### src/rtl/mtm_alu_pkt_gen.sv
// mtm_alu_pkt_gen: CRC-4 + serial frame generator for the MTM ALU sin input.
// Ports: clk, rst (sync, high), req_valid/req_ready handshake, a_in, b_in,
//   op_in, err_mode in; sin (idle high), busy, done (1-cycle), pkt_count out.
module mtm_alu_pkt_gen #(
    parameter int N_BYTES     = 4,
    parameter int CLK_PER_BIT = 1,
    parameter int CNT_W       = 16
) (
    input  logic                   clk,
    input  logic                   rst,
    input  logic                   req_valid,
    output logic                   req_ready,
    input  logic [8*N_BYTES-1:0]   a_in,
    input  logic [8*N_BYTES-1:0]   b_in,
    input  logic [2:0]             op_in,
    input  logic [1:0]             err_mode,
    output logic                   sin,
    output logic                   busy,
    output logic                   done,
    output logic [CNT_W-1:0]       pkt_count
);

    localparam int W     = 8 * N_BYTES;
    localparam int L     = 2 * W + 4;
    localparam int CRC_W = $clog2(L);
    localparam int DIV_W = (CLK_PER_BIT > 1) ? $clog2(CLK_PER_BIT) : 1;
    localparam int FR_W  = $clog2(2 * N_BYTES + 2);

    localparam logic [CRC_W-1:0] CRC_LAST = CRC_W'(L - 1);
    localparam logic [DIV_W-1:0] DIV_LAST = DIV_W'(CLK_PER_BIT - 1);
    localparam logic [FR_W-1:0]  F_NORM   = FR_W'(2 * N_BYTES);
    localparam logic [FR_W-1:0]  F_DROP   = FR_W'(2 * N_BYTES - 1);
    localparam logic [FR_W-1:0]  F_XTRA   = FR_W'(2 * N_BYTES + 1);
    localparam logic [FR_W-1:0]  REP_IDX  = FR_W'(2 * N_BYTES - 1);

    typedef enum logic [1:0] {
        S_IDLE,
        S_CRC,
        S_SEND,
        S_DONE
    } state_t;

    state_t state;
    state_t state_nxt;

    // Message {B, A, 1, op}: rotated through the CRC so it is intact
    // again for SEND, then shifted a byte at a time as frames go out.
    logic [L-1:0]     msg_sr;
    logic [2:0]       op_q;
    logic [1:0]       err_q;
    logic [3:0]       crc;
    logic [CRC_W-1:0] crc_cnt;
    logic [DIV_W-1:0] div_cnt;
    logic [3:0]       bit_cnt;
    logic [FR_W-1:0]  frame_cnt;

    logic [FR_W-1:0]  f_last;
    logic             is_cmd;
    logic             tick;
    logic             bit_end;
    logic             pkt_end;
    logic             hold_byte;
    logic             crc_fb;
    logic [3:0]       crc_nxt;
    logic [7:0]       cmd_byte;
    logic [7:0]       cur_byte;
    logic [10:0]      frame_word;

    always_comb begin
        f_last = F_NORM;
        unique case (err_q)
            2'b10:   f_last = F_DROP;
            2'b11:   f_last = F_XTRA;
            default: f_last = F_NORM;
        endcase
    end

    assign is_cmd    = (frame_cnt == f_last);
    assign tick      = (div_cnt == DIV_LAST);
    assign bit_end   = tick && (bit_cnt == 4'd10);
    assign pkt_end   = bit_end && is_cmd;
    // Last A byte is sent twice in extra-frame mode: keep it one more frame.
    assign hold_byte = (err_q == 2'b11) && (frame_cnt == REP_IDX);

    assign crc_fb  = crc[3] ^ msg_sr[L-1];
    assign crc_nxt = {crc[2:0], 1'b0} ^ (crc_fb ? 4'b0011 : 4'b0000);

    // Bad-CRC mode only flips the transmitted bit, never the stored CRC.
    assign cmd_byte   = {1'b0, op_q, crc[3:1], crc[0] ^ (err_q == 2'b01)};
    assign cur_byte   = is_cmd ? cmd_byte : msg_sr[L-1 -: 8];
    assign frame_word = {1'b0, is_cmd, cur_byte, 1'b1};

    always_ff @(posedge clk) begin
        if (rst) begin
            state <= S_IDLE;
        end else begin
            state <= state_nxt;
        end
    end

    always_comb begin
        state_nxt = state;
        req_ready = 1'b0;
        busy      = 1'b0;
        done      = 1'b0;
        sin       = 1'b1;
        unique case (state)
            S_IDLE: begin
                req_ready = !rst;
                if (req_valid && !rst) begin
                    state_nxt = S_CRC;
                end
            end
            S_CRC: begin
                busy = 1'b1;
                if (crc_cnt == CRC_LAST) begin
                    state_nxt = S_SEND;
                end
            end
            S_SEND: begin
                busy = 1'b1;
                sin  = frame_word[4'd10 - bit_cnt];
                if (pkt_end) begin
                    state_nxt = S_DONE;
                end
            end
            S_DONE: begin
                done      = 1'b1;
                state_nxt = S_IDLE;
            end
            default: state_nxt = S_IDLE;
        endcase
    end

    always_ff @(posedge clk) begin
        if (rst) begin
            msg_sr    <= '0;
            op_q      <= '0;
            err_q     <= '0;
            crc       <= '0;
            crc_cnt   <= '0;
            div_cnt   <= '0;
            bit_cnt   <= '0;
            frame_cnt <= '0;
            pkt_count <= '0;
        end else begin
            unique case (state)
                S_IDLE: begin
                    if (req_valid) begin
                        msg_sr    <= {b_in, a_in, 1'b1, op_in};
                        op_q      <= op_in;
                        err_q     <= err_mode;
                        crc       <= '0;
                        crc_cnt   <= '0;
                        div_cnt   <= '0;
                        bit_cnt   <= '0;
                        frame_cnt <= '0;
                    end
                end
                S_CRC: begin
                    crc     <= crc_nxt;
                    msg_sr  <= {msg_sr[L-2:0], msg_sr[L-1]};
                    crc_cnt <= crc_cnt + 1'b1;
                end
                S_SEND: begin
                    div_cnt <= tick ? '0 : div_cnt + 1'b1;
                    if (tick) begin
                        bit_cnt <= (bit_cnt == 4'd10) ? 4'd0 : bit_cnt + 4'd1;
                    end
                    if (bit_end) begin
                        frame_cnt <= frame_cnt + 1'b1;
                        if (!hold_byte) begin
                            msg_sr <= {msg_sr[L-9:0], 8'h00};
                        end
                    end
                    if (pkt_end) begin
                        pkt_count <= pkt_count + 1'b1;
                    end
                end
                default: ;
            endcase
        end
    end

endmodule
### config.mk
export PLATFORM = sky130hd
export DESIGN_NAME = mtm_alu_pkt_gen
export DESIGN_NICKNAME = d
export VERILOG_FILES = /design/src/rtl/mtm_alu_pkt_gen.sv
export SDC_FILE = /design/constraint.sdc
export NUM_CORES = 1
export LEC_CHECK = 0
export ABC_AREA = 1
export CAP_MARGIN = 20
export CORE_MARGIN = 10
export CORE_UTILIZATION = 59
export CTS_CLUSTER_DIAMETER = 120
export DETAILED_ROUTE_END_ITERATION = 7
export PLACE_DENSITY = 0.86
export SYNTH_ARGS = -nofsm -noshare
export SYNTH_HDL_FRONTEND = slang
export SYNTH_SLANG_ARGS = --single-unit
### constraint.sdc
create_clock -name clk -period 4.8 [get_ports clk]
set_input_delay 0.96 -clock clk [delete_from_list [all_inputs] [get_ports clk]]
set_output_delay 0.96 -clock clk [all_outputs]
set_load 0.02 [all_outputs]
==> impl_metrics.csv, run 1 <==
group,metric,value,unit
yosys,synth-seq-cells,110,
timing,setup_ws,1190,ps
yosys,synth_edf_count,0,
worst_setup_path,cp_num_cells,11,
die,die_w,120,um
global_routing,grt_usage,0.213,
die,core_area,9770,um^2
die,io_pins,92,
yosys,netlist_area,5890,um^2
timing,finalClockSkew,21.2,ps
power,power_density,533,nW/um^2
placed_design,portBuffers,91,
worst_setup_path,cp-endpoint,"sin",
worst_setup_path,crit_start,"frame_cnt[2]",
worst_setup_path,cp_max_fo,11,
worst_setup_path,max_stage_delay,610,ps
finish,syn2layout_area_growth,18.6,%
timing,layout_min_cycle_time,3610,ps
timing,finalCritPeriodShare,0.753,
worst_setup_path,rrSetupSlack,2170,ps
worst_setup_path,cp.buffers_inverters,2,
run_status,outcome,"completed",
global_routing,grt_first_pass_wirelength,26500,um
finish,fillers,850,
power,p_leak,0.00266,uW
worst_setup_path,critPathSlowestCell,"clkdlybuf4s50_1",
timing,setup_viol,0,
drt,avgViaCountPerCell,5.73,
clock_tree,cts.clk_slew.worst_paths,100,ps
worst_setup_path,cp.arrival,2650,ps
placed_design,place_area,6790,um^2
clock_tree,ctsResizeCount,0,
timing,tns,0,ps
global_routing,grt_pass1_vias,5702,
yosys,netlist_instances,841,
worst_setup_path,r2r_cells,8,
clock_tree,tritoncts,"yes",
drt,firstDrtPassIters,6,
drt,post_drt_wl_per_cell,15.2,um
finish,mostFrequentLayoutCells,"nand2_1, inv_1, dfxtp_1",
run,drv_cap,0,
placed_design,dp.cells,1020,
yosys,synthesis.nets,923,
yosys,avgSynthCellArea,7.01,um^2
min_path,hold_class,"register to register",
finish,multiInputGateArea,3000,um^2
finish,drive_gt1_frac,0.0421,
finish,final_cells,1036,
die,die-area,14400,um^2
timing,whs,461,ps
worst_setup_path,r2r_end,"msg_sr[65]",
die,start_util,0.603,
drt,wl,15800,um
timing,rsz0062_at_grt,"false",
worst_setup_path,critical_path.endpoint_type,"output port",
global_routing,antenna_found_initial,0,
clock_tree,cts_setup_buffers,0,
worst_setup_path,cp_common_cell,"nand2_1",
yosys,synth_top_area_cell,"dfxtp_1",
yosys,synth_area_leaders,"dfxtp_1, nand2_1, a21oi_1",
yosys,ys.warnings.count,0,
drt,route.detailed.drc,0,
clock_tree,holdBufCountCts,0,
clock_tree,htreeDepth,3,
global_routing,grt_max_degree,77,
power,peakVddDrop,0.362,mV
worst_setup_path,r2r_start,"state[0]",
worst_setup_path,critical_path.top_delay_family,"simple AND/OR/NAND/NOR gates",
drt,vias,5941,
die,die_y,120,um
drt,drt-initial-drc-count,688,
global_routing,grt.overflow.total,0,
worst_setup_path,cp_cell_sequence,"nand2_1, o21ai_4, nand2_2, inv_2, nand2_1, nand3_1, nand3_1, nand2_1, nand3_1, nand2_1, clkdlybuf4s50_1",
placed_design,place_hpwl,11100,um
finish,antennaDiodeCount,0,
placed_design,pre_cts_slack,1270,ps
finish,seqCellArea,2200,um^2
worst_setup_path,start_kind,"register",
placed_design,gp_congestion,0.899,
timing,drv_slew,0,
finish,nets,980,
yosys,synth-async-reset-ratio,0,
timing,max_freq,277,MHz
worst_setup_path,critPathKind,"register to output port",
finish,final_common_cell,"nand2_1",
timing,worstMarginPinSlew,1050,ps
finish,finalInstanceArea,6990,um^2
clock_tree,clock_latency,380,ps
yosys,ys_seq_area_frac,0.374,
timing,max_slew_margin,0.302,
clock_tree,cts_buffers,9,
worst_setup_path,crit_required,3840,ps
clock_tree,root_buffer,"clkbuf_8",
die,row_count,36,
yosys,synth_top_area_frac,0.374,
yosys,yosys.cell_types.count,35,
clock_tree,cts_buffer_depth,2,
drt,ant_nets,0,
clock_tree,clock-sinks,110,
yosys,synthFlopType,"dfxtp_1",
timing,final_hold_viol_count,0,
[tightest hold or removal path, cell delays in order, from the launching register on]
cell,delay [ps]
dfxtp_1,330
inv_1,50
a21oi_1,50
[per-layer routing]
metal | vias up | track usage | wire length, um
li1 | 2964 | - | -
met1 | 2737 | 0.262 | 6760
met2 | 207 | 0.365 | 7820
met3 | 33 | 0.0436 | 891
met4 | 0 | 0.0709 | 314
met5 | - | 0 | 0
[synth_stat cells, types with 7 or more instances]
master      n
inv_1     112
dfxtp_1   110
nor2_1     20
nand3_1    63
o21ai_0    92
nand2_1   143
xor2_1      7
ha_1       10
buf_2       8
nor3_1     22
o211ai_1   37
a21oi_1   107
o221ai_1   22
clkbuf_1   29
[state kept, by name, summed over array words and instances (netlist names)]
register,count
pkt_count,16
bit_cnt,4
msg_sr,68
crc_cnt,7
state,2
frame_cnt,4
op_q,3
crc,4
err_q,2
[cell type report]
class / instances / share of cell area
clock buffer: 10 / 0.0183
tap: 133 / 0.0238
clock inverter: 6 / 0.0106
timing repair buffer: 98 / 0.140
inverter: 118 / 0.0634
sequential: 110 / 0.315
multi-input combinational: 561 / 0.429
[report_power, final]
part	leakage [uW]	total, uW	switching, uW	internal, uW
Sequential	0.000905	1420	175	1250
Clock	0.000102	586	335	251
Combinational	0.00165	1720	1170	556
[through the flow]
stage / utilization / total power (uW)
global placement: 0.693 / 3060
floorplan: - / 2730
finish: 0.715 / 3730
global route: 0.715 / 4020
detailed placement: 0.695 / 3120
CTS: 0.715 / 3700
[cell families after synthesis]
logic type               count (synthesis)  share of synthesized area
adder cells (fa/ha/maj)                 10                     0.0212
XOR/XNOR                                12                     0.0178
buffers and inverters                  170                      0.119
AND/OR/NAND/NOR                        272                      0.207
flip-flops                             110                      0.374
AO/OA/AOI/OAI                          267                      0.262
[how the worst min path moves through the flow]
stage              start        end  depth (start not counted)
2_1_floorplan  msg_sr[4]  msg_sr[4]                          2
3_3_place_gp   msg_sr[6]  msg_sr[6]                          2
3_5_place_dp   msg_sr[5]  msg_sr[5]                          2
4_1_cts          op_q[0]    op_q[0]                          2
5_1_grt        msg_sr[6]  msg_sr[6]                          2
6_report       msg_sr[0]  msg_sr[0]                          2
Power figures use the tool's default switching activity.
==> run 2, diff against run 1 <==
- CORE_UTILIZATION: 59 -> 49
- PLACE_DENSITY: 0.86 -> 0.77
- clock period: 4.8 -> 2.9 ns (I/O delays scaled with it)
==> run 2 against run 1 <==
Clock power increased by 120%. Wire length decreased by 3.2%. Global-route usage decreased by 3.0 points. Sequential cell count unchanged. Register-to-register slack got worse by 1600 ps. Design area increased by 2.5%. Setup slack got worse by 880 ps. Non-clock buffer count increased by 5. Clock-buffer cell count unchanged. Critical path type unchanged. Critical endpoint is now busy.
==> impl_metrics.csv, run 2 (synthesis results as in run 1) <==
group,metric,value,unit
drt,post_drt_wl_per_cell,14.5,um
drt,maxUsedRoutingLayer,"met4",
die,die_y,130,um
clock_tree,clock_latency,350,ps
timing,finalClockSkew,12.4,ps
finish,top_regs,"msg_sr: 68 flops, pkt_count: 16 flops, crc_cnt: 7 flops",
min_path,hold_class,"register to register",
timing,drv_slew,0,
finish,mostFrequentLayoutCells,"nand2_1, inv_1, dfxtp_1",
worst_setup_path,crit_required,2320,ps
finish,final_common_cell,"nand2_1",
worst_setup_path,cp.arrival,2010,ps
drt,route.detailed.drc,0,
clock_tree,tritoncts,"yes",
finish,final_cells,1055,
clock_tree,htreeDepth,3,
drt,drt-met1-wl,7140,um
die,start_util,0.495,
worst_setup_path,critPathKind,"register to output port",
timing,max_slew_margin,0.577,
finish,drive_gt1_frac,0.0496,
power,peakVddDrop,0.515,mV
finish,syn2layout_area_growth,21.6,%
finish,regMostFlops,"msg_sr",
placed_design,place_area,6860,um^2
drt,wl,15300,um
global_routing,antenna_found_initial,0,
drt,vias,5694,
global_routing,grt_pass1_vias,5448,
finish,antennaDiodeCount,0,
placed_design,pre_cts_slack,247,ps
run,drv_cap,0,
timing,worstMarginPinSlew,633,ps
power,p_leak,0.00274,uW
placed_design,portBuffers,91,
power,power_density,908,nW/um^2
clock_tree,cts_buffers,9,
drt,dr_wl_met3,649,um
drt,avgViaCountPerCell,5.40,
drt,drt-initial-drc-count,501,
timing,rsz0062_at_grt,"false",
die,io_pins,92,
clock_tree,cts.clk_slew.worst_paths,70,ps
timing,layout_min_cycle_time,2590,ps
run_status,outcome,"completed",
worst_setup_path,cp_max_fo,7,
timing,finalCritPeriodShare,0.894,
drt,ant_nets,0,
die,die-area,16800,um^2
min_path,whs_path_depth,2,
timing,setup_viol,0,
die,die_w,130,um
clock_tree,root_buffer,"clkbuf_16",
die,row_count,40,
finish,fillers,1125,
finish,largest_reg_flops,68,
global_routing,grt_max_degree,137,
die,core_area,11900,um^2
global_routing,grt_first_pass_wirelength,25700,um
placed_design,place_hpwl,10700,um
timing,tns,0,ps
clock_tree,cts_buffer_depth,2,
drt,dr_wl_met2,7340,um
power,p_total,6500,uW
timing,setup_ws,307,ps
worst_setup_path,start_kind,"register",
drt,firstDrtPassIters,5,
worst_setup_path,r2r_cells,8,
global_routing,grt_usage,0.184,
placed_design,dp.cells,1039,
placed_design,gp_congestion,0.876,
finish,nets,985,
worst_setup_path,critical_path.endpoint_type,"output port",
timing,final_hold_viol_count,0,
clock_tree,clock-sinks,110,
global_routing,grt.overflow.total,0,
timing,max_freq,386,MHz
finish,finalInstanceArea,7170,um^2
==> run 2: cell count changes in the layout (fill, tap and decap cells not counted), moves of 2 or more <==
cell,change
clkbuf_16,+9
clkbuf_8,-8
buf_4,+4
inv_6,-3
clkinv_4,+2
==> run 2: per-layer routing <==
metal	track usage	vias up
met5	0	-
li1	-	2980
met3	0.0388	11
met4	0.0456	0
met1	0.233	2585
met2	0.310	118
==> run 2: final cells by class <==
type	count	area, um^2	area share
clock inverter	6	70.1	0.00978
inverter	118	443	0.0618
clock buffer	10	239	0.0334
sequential	110	2200	0.307
timing repair buffer	103	1020	0.142
multi-input combinational	561	3010	0.420
tap	147	184	0.0257
==> run 2: worst max-delay path, cell delays in order, from the launching register on <==
cell and delay [ps]:
dfxtp_1 390, inv_1 100, ha_1 500, clkdlybuf4s50_1 680
==> run 2: power by group <==
group | total (uW) | switching (uW) | internal [uW]
registers | 2350 | 284 | 2060
clock network | 1280 | 580 | 701
logic | 2870 | 1910 | 969
total | 6500 | 2770 | 3730
==> run 2: stage by stage <==
stage / util / hold WS [ps]
3_5_place_dp: 0.576 / 441
4_1_cts: 0.601 / 452
5_1_grt: 0.602 / 485
6_report: 0.602 / 450
3_3_place_gp: 0.576 / 436
2_1_floorplan: - / 424
==> run 2: path summary, 6_finish.rpt <==
check / start / end / slack (ps)
hold reg to reg: msg_sr[0] / msg_sr[0] / 450
setup / recovery: state[0] / busy / 310
hold / removal: msg_sr[0] / msg_sr[0] / 450
setup reg to reg: state[0] / msg_sr[15] / 570
==> run 2: what timing repair did <==
action | CTS | global route
gates resized for setup | 1 | 3
setup buffers | 0 | 0
pin swaps | 0 | 1
hold buffers | 0 | 0
endpoints found under the hold margin | 0 | 0
setup endpoints to repair | 1 | 1
